<file path="src/rtl/rr_arbiter8_if.sv">
// rr_arbiter8_if: request/grant bundle between eight requesters and the
// round-robin arbiter. The master side (the requesters) drives req/done;
// the slave side (the arbiter) drives the grant outputs.
interface rr_arbiter8_if;
    logic [7:0] req;        // bit i = requester i wants the resource
    logic       done;       // release pulse from the current grant holder
    logic [7:0] gnt;        // one-hot grant, zero when idle
    logic [2:0] gnt_idx;    // index of current / last grantee
    logic       gnt_valid;  // high while a grant is active
    logic       timeout;    // one-cycle pulse on forced revocation

    modport master (
        output req, done,
        input  gnt, gnt_idx, gnt_valid, timeout
    );

    modport slave (
        input  req, done,
        output gnt, gnt_idx, gnt_valid, timeout
    );
endinterface

</file>
<file path="src/rtl/rr_arbiter8.sv">
// rr_arbiter8: 8-way round-robin arbiter with a one-hot grant bus.
// A winner is picked in IDLE by scanning req from the round-robin pointer,
// held in GRANT until done, a dropped request or (optionally) a hold timeout,
// and every release returns to IDLE for at least one cycle.
// Optional feature: define RR_ARB_TIMEOUT_EN to compile in the hold counter
// that revokes a grant after HOLD_MAX visible cycles; otherwise timeout is 0.
module rr_arbiter8 #(
    parameter int unsigned HOLD_MAX = 16  // 1..255, used only with RR_ARB_TIMEOUT_EN
) (
    input  logic           clk,
    input  logic           rst,
    rr_arbiter8_if.slave   bus
);

    typedef enum logic {
        S_IDLE  = 1'b0,
        S_GRANT = 1'b1
    } state_t;

    state_t     state_q, state_d;
    logic [2:0] ptr_q, ptr_d;
    logic [2:0] idx_q, idx_d;
    logic [7:0] gnt_q, gnt_d;
    logic       timeout_q, timeout_d;

    logic [2:0] winner;
    logic       win_found;
    logic       expire;

    // Reject out-of-range hold limits at elaboration time.
    if (HOLD_MAX < 1 || HOLD_MAX > 255) begin : g_bad_hold_max
        $error("rr_arbiter8: HOLD_MAX must be in 1..255");
    end

    // Find the first requester at or after the pointer, wrapping modulo 8.
    always_comb begin
        // NOTE: every variable written here gets a default first, so no path
        // leaves it unassigned and no latch is inferred.
        winner    = ptr_q;
        win_found = 1'b0;
        for (int i = 0; i < 8; i++) begin
            if (!win_found && bus.req[ptr_q + 3'(i)]) begin
                winner    = ptr_q + 3'(i);
                win_found = 1'b1;
            end
        end
    end

`ifdef RR_ARB_TIMEOUT_EN
    logic [7:0] hold_q, hold_d;

    // The limit is reached on the edge after HOLD_MAX visible grant cycles.
    assign expire = (state_q == S_GRANT) && (hold_q == 8'(HOLD_MAX - 1));

    // Count cycles spent in GRANT; IDLE keeps it cleared for the next grant.
    always_comb begin
        hold_d = (state_q == S_GRANT) ? hold_q + 8'd1 : 8'd0;
    end

    // Hold counter register.
    always_ff @(posedge clk or posedge rst) begin
        if (rst) hold_q <= 8'd0;
        else     hold_q <= hold_d;
    end
`else
    assign expire = 1'b0;
`endif

    // Next-state and next-output logic for the two-state arbiter.
    always_comb begin
        state_d   = state_q;
        ptr_d     = ptr_q;
        idx_d     = idx_q;
        gnt_d     = gnt_q;
        timeout_d = 1'b0;
        case (state_q)
            S_IDLE: begin
                if (win_found) begin
                    idx_d   = winner;
                    gnt_d   = 8'b1 << winner;
                    ptr_d   = winner + 3'd1;
                    state_d = S_GRANT;
                end
            end
            S_GRANT: begin
                if (bus.done || !bus.req[idx_q] || expire) begin
                    state_d   = S_IDLE;
                    gnt_d     = 8'h00;
                    // A forced revocation is reported only when nothing else
                    // would have released the grant on this edge.
                    timeout_d = expire && !bus.done && bus.req[idx_q];
                end
            end
            default: begin
                state_d = S_IDLE;
                gnt_d   = 8'h00;
            end
        endcase
    end

    // State, pointer and registered outputs; reset clears them immediately.
    always_ff @(posedge clk or posedge rst) begin
        // NOTE: sequential state uses non-blocking assignments so every flop
        // samples the pre-edge values regardless of statement order.
        if (rst) begin
            state_q   <= S_IDLE;
            ptr_q     <= 3'd0;
            idx_q     <= 3'd0;
            gnt_q     <= 8'h00;
            timeout_q <= 1'b0;
        end else begin
            state_q   <= state_d;
            ptr_q     <= ptr_d;
            idx_q     <= idx_d;
            gnt_q     <= gnt_d;
            timeout_q <= timeout_d;
        end
    end

    assign bus.gnt       = gnt_q;
    assign bus.gnt_idx   = idx_q;
    assign bus.gnt_valid = (state_q == S_GRANT);
    assign bus.timeout   = timeout_q;

endmodule

</file>
<file path="src/flat_wrapper.sv">
// flat-port wrapper written by rule: the top's interface ports become plain ports
module rr_arbiter8_flat 
#(
    parameter int unsigned HOLD_MAX = 16                                             
)
  (clk, rst, bus_req, bus_done, bus_gnt, bus_gnt_idx, bus_gnt_valid, bus_timeout);
  rr_arbiter8_if bus_i ();
  input  logic clk;
  input  logic rst;
  input wire logic [$bits(bus_i.req)-1:0] bus_req;
  input wire logic [$bits(bus_i.done)-1:0] bus_done;
  output wire logic [$bits(bus_i.gnt)-1:0] bus_gnt;
  output wire logic [$bits(bus_i.gnt_idx)-1:0] bus_gnt_idx;
  output wire logic [$bits(bus_i.gnt_valid)-1:0] bus_gnt_valid;
  output wire logic [$bits(bus_i.timeout)-1:0] bus_timeout;
  assign bus_i.req = bus_req;
  assign bus_i.done = bus_done;
  assign bus_gnt = bus_i.gnt;
  assign bus_gnt_idx = bus_i.gnt_idx;
  assign bus_gnt_valid = bus_i.gnt_valid;
  assign bus_timeout = bus_i.timeout;
  rr_arbiter8 #(.HOLD_MAX(HOLD_MAX)) u_core (.clk(clk), .rst(rst), .bus(bus_i));
endmodule
</file>
<file path="config.mk">
export PLATFORM = sky130hd
export DESIGN_NAME = rr_arbiter8_flat
export DESIGN_NICKNAME = d
export VERILOG_FILES = /design/src/rtl/rr_arbiter8_if.sv /design/src/rtl/rr_arbiter8.sv /design/src/flat_wrapper.sv
export SDC_FILE = /design/constraint.sdc
export NUM_CORES = 1
export LEC_CHECK = 0
export BUFFER_PORTS_ARGS = -buffer_cell sky130_fd_sc_hd__buf_4
export CELL_PAD_IN_SITES_DETAIL_PLACEMENT = 2
export CELL_PAD_IN_SITES_GLOBAL_PLACEMENT = 2
export CORE_MARGIN = 2
export CORE_UTILIZATION = 37
export DETAILED_ROUTE_END_ITERATION = 10
export GPL_TIMING_DRIVEN = 0
export PLACE_DENSITY_LB_ADDON = 0.1
export SYNTH_ARGS = -nofsm -noshare
export SYNTH_HDL_FRONTEND = slang
export SYNTH_SLANG_ARGS = --single-unit
</file>
<file path="constraint.sdc">
create_clock -name clk -period 4.75 [get_ports clk]
set_clock_uncertainty 0.2 [all_clocks]
set_input_delay 0.7125 -clock clk [delete_from_list [all_inputs] [get_ports clk]]
set_output_delay 0.7125 -clock clk [all_outputs]
set_load 0.1 [all_outputs]
</file>
# Word level (Yosys, flattened, before mapping)
# Index checks and enable logic that the tools add are counted.
# totals
register_bits,15
input_bits,11
output_inout_bits,13
elab_cells,82
# op_classes
n_addsub,8
order_cmp,9
eq_ne,2
n_shift,1
n_mux,39
bitwise_logic,1
n_reduce_logical,18
# ops
op,count
$lt 3x4->1 const B,9
$bmux 1 s3,9
$mux 3,7
$mux 1,19
$mux 8,2
$pmux 8 s2,1
$add 3x3->3 const B,4
$logic_not 1->1,8
$shl 1x3->8 const A,1
$logic_and 1x1->1,7
$add 3x1->3 const B,2
$add 3x2->3 const B,2
$reduce_and 2->1,2
$ne 2x1->1 const B,1
$ne 2x2->1 const B,1
$pmux 1 s2,1
$logic_or 1x1->1,1
$not 1->1,1

# Longest topological paths before layout
# Gate-level depths: netlist (run 1).
# logic_depth
word_depth,27
depth_mapped,16
mapped_depth_nobuf,12

# Worst setup path after synthesis (run 1)
# OpenSTA, ideal clock, no wires.
# synth_timing
kind,reg-to-reg
from,reg u_core.ptr_q[1]
to,reg u_core.ptr_q[2]
setup_time_ns,0.125
t_arrival_ns,3.298
t_required_ns,4.425
setup_slack_ns,1.128
path_stages_with_launch,14
path_buffers,3
synth_period_minus_slack_ns,3.622
path_cell_list,dfrtp_1 -> buf_2 -> buf_2 -> inv_1 -> ha_1 -> buf_4 -> mux2i_1 -> mux4_2 -> a32o_1 -> a21boi_0 -> o211a_1 -> o22ai_4 -> ha_1 -> mux2_2
# synth_via
elab_chain_len,25
word_cells_on_any_way,54
cone_classes,add/sub (8); mux (31); reduce/logical (15)
# synth_lines
element,line,rtl
from (decl),rr_arbiter8.sv:21,"logic [2:0] ptr_q, ptr_d;"
from (signal assigned),rr_arbiter8.sv:113,ptr_q <= ptr_d;
branches (longest 25 deep; another with $add 3x1->3),-,
# Several ways; the timed one is not identified. The select of a mux whose other input is x is not followed.
# A chain may end at the register's enable or synchronous reset.

# Worst setup path after layout (run 1)
# Same ends and word-level chain as after synthesis.

==> results of run 1 <==
-- stage by stage --
stage | setup slack [ns] | utilization | cell area (µm²) | std cells | hold WS, ns
finish | 0.307 | 0.453 | 2010 | 247 | 0.295
global route | 0.0491 | 0.453 | 2010 | 247 | 0.331
CTS | 0.310 | 0.453 | 2010 | 247 | 0.302
detailed placement | 0.354 | 0.443 | 1970 | 243 | 0.282
global placement | 0.489 | 0.443 | 1970 | 243 | 0.263
floorplan | 1.13 | - | 1740 | 169 | 0.414
-- layout make-up --
class	count	area [µm²]	area share
inverter	8	30.0	0.0149
multi-input combinational	136	1270	0.631
sequential	15	375	0.186
clock buffer	4	45.0	0.0224
buffer	10	62.6	0.0311
timing repair buffer	22	165	0.0820
tap	52	65.1	0.0323
-- cells in the final DEF (no fill, tap or decap), types with 2 or more instances in the layout --
cell type and n:
nand2_1 15, xnor2_1 3, nand2b_1 3, nor3b_1 2, buf_4 25, o22ai_1 3, o21ai_0 8, o211ai_1 2
nand4_1 2, mux2i_1 14, inv_2 2, mux4_2 13, clkbuf_1 2, nand3b_1 2, a31oi_1 2, clkbuf_8 3
inv_1 6, mux2_2 9, ha_1 5, a32o_1 3, a21oi_1 5, nand3_1 6, nor2_1 7, buf_2 5
xnor2_4 2, o221ai_1 2, dfrtp_1 15
-- worst register-to-register path, cell delays in order (launching register included) --
cell and delay [ns]:
dfrtp_1 0.34, buf_2 0.19, buf_2 0.27, inv_1 0.13, ha_1 0.30, buf_4 0.20, buf_2 0.29, mux2i_1 0.28
nand2_1 0.08, o221ai_1 0.63, nand3_1 0.40, a21oi_2 0.27, o22ai_4 0.15, ha_1 0.34, mux2_2 0.27
-- per-layer routing --
| metal | vias up | wire length, µm | track usage |
|---|---|---|---|
| li1 | 717 | - | - |
| met1 | 808 | 2370 | 0.292 |
| met2 | 21 | 2820 | 0.404 |
| met3 | 9 | 77 | 0.00972 |
| met4 | 0 | 78 | 0.0514 |
| met5 | - | 0 | 0 |
-- final timing paths --
check / slack [ns] / cells past startpoint / end
worst max-delay path: 0.31 / 14 / u_core.ptr_q[2]$_DFFE_PP0P_
worst min-delay path: 0.29 / 2 / u_core.bus.gnt[1]$_DFFE_PP0P_
worst max register to register: 0.31 / 14 / u_core.ptr_q[2]$_DFFE_PP0P_
worst min register to register: 0.29 / 2 / u_core.bus.gnt[1]$_DFFE_PP0P_
max in group asynchronous: 3.64 / 2 / u_core.bus.gnt[1]$_DFFE_PP0P_
min in group asynchronous: 0.33 / 2 / u_core.bus.gnt_idx[0]$_DFFE_PP0P_
-- kinds of logic (layout without fill, tap and decap cells) --
family | Yosys count | count (layout) | share of synthesized area
AND/OR/NAND/NOR | 45 | 45 | 0.131
AO/OA/AOI/OAI | 44 | 44 | 0.207
multiplexers | 36 | 36 | 0.307
buffers and inverters | 18 | 44 | 0.0533
flip-flops | 15 | 15 | 0.216
adder cells (fa/ha/maj) | 5 | 5 | 0.0360
XOR/XNOR | 5 | 5 | 0.0468
other | 1 | 1 | 0.00216
-- state kept, by name (all words and copies together), names as in the netlist --
signal                count
u_core.ptr_q              3
u_core.bus.gnt_idx        3
u_core.bus.gnt            8
u_core.bus.gnt_valid      1
-- cell usage after synthesis, types with 2 or more instances --
library cell,n
mux4_2,13
buf_2,5
mux2_2,9
nand2b_1,3
o221ai_1,2
a21oi_1,5
nand3b_1,2
a31oi_1,2
nand2_1,15
nand3_1,6
nand4_1,2
buf_4,3
o22ai_1,3
nor2_1,7
mux2i_1,14
nor3b_1,2
xnor2_4,2
a32o_1,3
inv_1,6
inv_2,2
xnor2_1,3
o21ai_0,8
o211ai_1,2
ha_1,5
dfrtp_1,15
==> flow_summary.ini, run 1 <==
[global_routing]
grt_pass1_vias = 1694
grt.overflow.total = 0
grt_usage = 0.223
grt_max_degree = 16
grt_antenna_before_repair = 0
grt_pass1_wl_um = 9160

[outcome]
status = complete, no violations

[floorplan]
start_util = 0.391
dieArea_um2 = 5260
core-area_um2 = 4440
ios = 24
die_w_um = 72.5
floorplan.rows = 24
fp.dieH_um = 72.5

[setup_path]
cp.arrival_ns = 4.37
crit_start = u_core.ptr_q[1]$_DFFE_PP0P_
cp_cell_sequence = buf_2 -> buf_2 -> inv_1 -> ha_1 -> buf_4 -> buf_2 -> mux2i_1 -> nand2_1 -> o221ai_1 -> nand3_1 -> a21oi_2 -> o22ai_4 -> ha_1 -> mux2_2
critPathLaunchType = flop
critPathKind = reg2reg
r2r-start = u_core.ptr_q[1]$_DFFE_PP0P_
critPathMaxFanout = 10
crit_path_max_incr_delay_ns = 0.63
crit_family = buffers and inverters
endpoint_kind = flop
path_buf_inv = 5
cp_common_cell = buf_2
critPathSlowestCell = o221ai_1
crit_required_ns = 4.68

[finish]
fill_cells = 481
num_antenna_cells = 0
area_growth_pct = 15.8
drive_above_1_share = 0.349
fin_nets = 212

[synth]
ys_warn_count = 0
syn_nets = 185
syn_inst = 169
syn_area_per_cell_um2 = 10.3
ys.flop_type = dfrtp_1
seq_area_frac_synth = 0.216
synthArstFlopShare = 1.00
synth_area_leader_cell = dfrtp_1
yosysUniqueCellTypes = 55
synth.area.top_cells = dfrtp_1, mux4_2, mux2i_1
synth_edf_count = 0
syn_area_um2 = 1740
yosysTopAreaCellShare = 0.216
yosys_register_bits = 15

[run]
maxCapViolCount = 0

[clock_tree]
clk_latency_ns = 0.24
cts_max_level = 1
post_cts_buffers = 0
numCtsBuffers = 3
tritoncts = done
ctsHoldBuffers = 0
cts_max_path_buffers = 2
cts.clk_slew.worst_paths_ns = 0.06
root_buffer = clkbuf_8
cts.sinks = 15
ctsResizeCount = 0

[sta]
period_needed_ns = 4.44
slew_violations = 0
tightest_slew_ns = 0.772
rsz0062_at_grt = no
hold_viol_final = 0
maxSlewHeadroom = 0.485
fmax_mhz = 225
post-route-period-util = 0.935
finalSetupTns_ns = 0
setup_viol = 0

[detailed_routing]
drt_wl_total_um = 5350
vias = 1555
ant_nets = 0
avgRoutedWirePerCell_um = 21.7
drtIter0Drc = 99
firstDrtPassIters = 4
drc = 0
viasPerCell = 6.30

[hold_path]
min-delay-start = u_core.bus.gnt[1]$_DFFE_PP0P_
min-delay-path-class = reg2reg

[placement]
portBuffers = 22
hpwl_um = 4220
place.gp.congestion = 0.854
Power of run 1 is left out: the tool's default activity adds up to more than one toggle a clock period on the data nets, which glitch-free logic cannot reach.
==> run 2: changes to the inputs <==
Settings changed: CORE_ASPECT_RATIO set to 2.
==> run 2 against run 1 <==
  * Critical path depth did not move
  * Sequential share of layout area is 0.092 points lower
  * Design area increased by 0.50%
  * Global-route usage increased by 2.0 points
  * Critical endpoint unchanged
  * Wire length increased by 9.6%
  * Flip-flop and latch count stayed put
  * Hold slack worse by 0.0070 ns
  * Largest cell class unchanged
  * Via count up 0.84%
==> flow_summary.ini, run 2 (same netlist as run 1, synthesis figures left out) <==
[clock_tree]
cts.sinks = 15
numCtsBuffers = 3
cts.clk_slew.worst_paths_ns = 0.06
clk_latency_ns = 0.24
post_cts_buffers = 0
root_buffer = clkbuf_8
cts_max_level = 1
ctsHoldBuffers = 0
cts_max_path_buffers = 2
tritoncts = done

[sta]
post-route-period-util = 0.909
worst_slack_ns = 0.431
maxSlewHeadroom = 0.524
slew_violations = 0
tightest_slew_ns = 0.713
rsz0062_at_grt = no
period_needed_ns = 4.32
fmax_mhz = 232
hold_viol_final = 0
setup_viol = 0
finalSetupTns_ns = 0

[detailed_routing]
ant_nets = 0
firstDrtPassIters = 4
viasPerCell = 6.27
drc = 0
drtIter0Drc = 32
vias = 1568
avgRoutedWirePerCell_um = 23.4
drt_wl_total_um = 5860

[outcome]
status = complete, no violations

[setup_path]
cp_cell_sequence = buf_2 -> buf_2 -> inv_1 -> ha_1 -> buf_4 -> mux2i_1 -> mux4_2 -> o22ai_1 -> mux2_2 -> o31ai_1 -> o22a_1 -> nor2_1 -> ha_1 -> mux2_2
critPathKind = reg2reg
critPathMaxFanout = 10
rr_worst_depth = 14
critPathSlowestCell = mux4_2
critPathLaunchType = flop
crit_required_ns = 4.68
endpoint_kind = flop
cp.arrival_ns = 4.25
crit_path_max_incr_delay_ns = 0.54

[floorplan]
ios = 24
die_w_um = 52.5
floorplan.rows = 35
core-area_um2 = 4550
fp.dieH_um = 101
start_util = 0.382
dieArea_um2 = 5290

[global_routing]
grt_pass1_vias = 1753
grt.overflow.total = 0
grt_antenna_before_repair = 0
grt_max_degree = 16
grt_usage = 0.243
grt_pass1_wl_um = 9380

[finish]
largest_reg_flops = 8
layout_common_cells = buf_4, nand2_1, dfrtp_1, mux2i_1, mux4_2
fin_nets = 212
area_growth_pct = 16.4
utilization = 0.444
drive_above_1_share = 0.354
final_common_cell = buf_4
num_antenna_cells = 0

[hold_path]
holdPathStages = 2
min-delay-path-class = reg2reg

[placement]
hpwl_um = 4860
portBuffers = 22
place_ws_ns = 0.154
place.gp.congestion = 0.853

[run]
maxCapViolCount = 0
==> run 2: changes by cell type in the layout (fill, tap and decap cells not counted) <==
cell      delta
o221ai_1     -1
o221ai_2     +1
==> run 2: metrics by stage <==
step | hold WS, ns | area [µm²] | cells
after floorplan | 0.414 | 1740 | 169
after global placement | 0.263 | 1970 | 246
after detailed placement | 0.274 | 1970 | 246
after CTS | 0.296 | 2020 | 250
after global routing | 0.327 | 2020 | 250
final | 0.288 | 2020 | 250
==> run 2: timing repair <==
item	4_1_cts	5_1_grt
endpoints found under the setup margin	0	6
gates resized for setup	0	1
hold endpoints to repair	0	0
==> run 2: final timing paths <==
check | from | endpoint | slack, ns
worst max-delay path | u_core.ptr_q[1]$_DFFE_PP0P_ | u_core.ptr_q[2]$_DFFE_PP0P_ | 0.43
worst min-delay path | u_core.bus.gnt[1]$_DFFE_PP0P_ | u_core.bus.gnt[1]$_DFFE_PP0P_ | 0.29
worst max register to register | u_core.ptr_q[1]$_DFFE_PP0P_ | u_core.ptr_q[2]$_DFFE_PP0P_ | 0.43
worst min register to register | u_core.bus.gnt[1]$_DFFE_PP0P_ | u_core.bus.gnt[1]$_DFFE_PP0P_ | 0.29
max in group asynchronous | rst | u_core.bus.gnt[7]$_DFFE_PP0P_ | 3.62
min in group asynchronous | rst | u_core.bus.gnt_idx[2]$_DFFE_PP0P_ | 0.33
==> run 2: cell type report <==
cell class	count	area, µm²
fill	525	2530
timing repair buffer	22	165
sequential	15	375
tap	55	68.8
multi-input combinational	136	1280
inverter	8	30.0
buffer	10	62.6
clock buffer	4	45.0
==> run 2: layer usage <==
metal / global-route usage / share of wire
met3: 0.00890 / 0.012
met5: 0 / 0
met4: 0.114 / 0.039
met2: 0.495 / 0.63
met1: 0.225 / 0.32
==> run 2: critical path: cells and delay by family (launching register included) <==
| kind | cells | cell delay (ns) |
|---|---|---|
| and+or+nand+nor | 1 | 0.10 |
| DFF | 1 | 0.34 |
| AOI/OAI and AO/OA | 3 | 0.78 |
| buffers and inverters | 4 | 0.84 |
| muxes | 4 | 1.35 |
| adders and majority gates | 2 | 0.59 |
Power of run 2 is left out for the same reason.
==> run 3: changes to the inputs <==
Settings changed: CORE_MARGIN 2 to not set.
==> run 3 against run 2 <==
  * Highest routed layer unchanged
  * Largest cell class unchanged
  * Global-route usage rose by 0.67 points
  * Setup slack got worse by 0.019 ns
  * Die area decreased by 5.7%
  * Critical endpoint unchanged
  * Sequential share of layout area unchanged
  * Non-clock buffer count did not move
  * Flip-flop and latch count stayed put
  * Critical path type unchanged
  * Via count fell by 2.2%
  * Critical path depth grew 1
  * Core utilization unchanged
==> flow_summary.ini, run 3 (same netlist as run 1, synthesis figures left out) <==
[outcome]
status = complete, no violations

[placement]
place.gp.congestion = 0.842
hpwl_um = 4710
place_area_um2 = 1970
portBuffers = 22
place_ws_ns = 0.180

[floorplan]
floorplan.rows = 35
start_util = 0.382
ios = 24
die_w_um = 50.5
dieArea_um2 = 4990
fp.dieH_um = 98.9
core-area_um2 = 4550

[setup_path]
critPathKind = reg2reg
rrSetupSlack_ns = 0.41
cp_cell_sequence = buf_2 -> buf_2 -> inv_1 -> ha_1 -> buf_4 -> buf_2 -> mux2i_1 -> nand2_1 -> o221ai_2 -> a221oi_1 -> a31oi_1 -> o22a_1 -> nor2_1 -> ha_1 -> mux2_2
cp.arrival_ns = 4.27
crit_path_max_incr_delay_ns = 0.39
rr_worst_depth = 15
reg2reg_to = u_core.ptr_q[2]$_DFFE_PP0P_
critPathMaxFanout = 10
r2r-start = u_core.ptr_q[1]$_DFFE_PP0P_
crit_required_ns = 4.68
cp_common_cell = buf_2
path_buf_inv = 5
crit_family = compound AO/OA/AOI/OAI gates
endpoint_kind = flop
critPathLaunchType = flop
critPathSlowestCell = o221ai_2
crit_start = u_core.ptr_q[1]$_DFFE_PP0P_

[clock_tree]
ctsHoldBuffers = 0
cts.sinks = 15
root_buffer = clkbuf_8
tritoncts = done
post_cts_buffers = 0
cts.clk_slew.worst_paths_ns = 0.06
cts_max_level = 1
cts_max_path_buffers = 2
numCtsBuffers = 3
clk_latency_ns = 0.25

[sta]
finalSetupTns_ns = 0
post-route-period-util = 0.913
worst_slack_ns = 0.411
rsz0062_at_grt = no
setup_viol = 0
fmax_mhz = 230
slew_violations = 0
maxSlewHeadroom = 0.528
hold_viol_final = 0
period_needed_ns = 4.34
tightest_slew_ns = 0.707

[finish]
final_common_cell = buf_4
drive_above_1_share = 0.354
multi_input_area_um2 = 1280
fin_area_um2 = 2020
fill_cells = 519
largest_reg_flops = 8
layout_common_cells = buf_4, nand2_1, dfrtp_1, mux2i_1, mux4_2
num_antenna_cells = 0
final-seq-area_um2 = 375
area_growth_pct = 16.4
fin_nets = 212

[hold_path]
min-delay-path-class = reg2reg
min_to = u_core.bus.gnt[1]$_DFFE_PP0P_
min-delay-start = u_core.bus.gnt[1]$_DFFE_PP0P_
holdPathStages = 2

[global_routing]
grt.overflow.total = 0
met2_usage = 0.521
grt_max_degree = 16
grt_pass1_wl_um = 9130
grt_antenna_before_repair = 0
grt_usage = 0.249
use_met3 = 0.00926
grt_pass1_vias = 1743
globalRouteMet1Util = 0.221
busiest_layer = met2

[detailed_routing]
viasPerCell = 6.13
drt_wl_total_um = 5700
ant_nets = 0
firstDrtPassIters = 4
avgRoutedWirePerCell_um = 22.8
drtIter0Drc = 14
drc = 0
vias = 1533

[run]
maxCapViolCount = 0
run 3: cell counts in the layout (fill, tap and decap cells not counted):
No cell type changed its count.
run 3: routing by layer:
metal  part of all wire  wire (µm)
met2               0.61       3500
met5                  0          0
met3              0.011         61
met4              0.044        249
met1               0.33       1890
run 3: worst register-to-register path: stages (launching register included):
cell	delay, ns
dfrtp_1	0.34
buf_2	0.21
buf_2	0.28
inv_1	0.16
ha_1	0.31
buf_4	0.20
buf_2	0.28
mux2i_1	0.30
nand2_1	0.11
o221ai_2	0.39
a221oi_1	0.14
a31oi_1	0.29
o22a_1	0.36
nor2_1	0.10
ha_1	0.29
mux2_2	0.27
run 3: per-stage QoR:
step	utilization	hold slack (ns)	cells
final	0.444	0.280	250
after global routing	0.444	0.329	250
after CTS	0.443	0.285	250
after detailed placement	0.433	0.272	246
after global placement	0.433	0.263	246
after floorplan	-	0.414	169
run 3: what timing repair did:
item | 4_1_cts | 5_1_grt
hold endpoints to repair | 0 | 0
endpoints found under the setup margin | 0 | 9
resized for setup | 0 | 1
run 3: layout make-up:
cell class | count | share of cell area
Multi-Input combinational cell | 136 | 0.631
Sequential cell | 15 | 0.186
Timing Repair Buffer | 22 | 0.0816
Tap cell | 55 | 0.0340
Buffer | 10 | 0.0309
Clock buffer | 4 | 0.0223
Inverter | 8 | 0.0148
run 3: worst max-delay path by stage:
stage | endpoint | slack [ns] | depth (start not counted)
after detailed placement | u_core.ptr_q[2]$_DFFE_PP0P_ | 0.18 | 15
after floorplan | u_core.ptr_q[2]$_DFFE_PP0P_ | 1.13 | 13
after global routing | u_core.ptr_q[2]$_DFFE_PP0P_ | 0.08 | 15
after global placement | u_core.ptr_q[2]$_DFFE_PP0P_ | 0.38 | 15
final | u_core.ptr_q[2]$_DFFE_PP0P_ | 0.41 | 15
after CTS | u_core.ptr_q[2]$_DFFE_PP0P_ | 0.16 | 15
Power of run 3 is left out for the same reason.
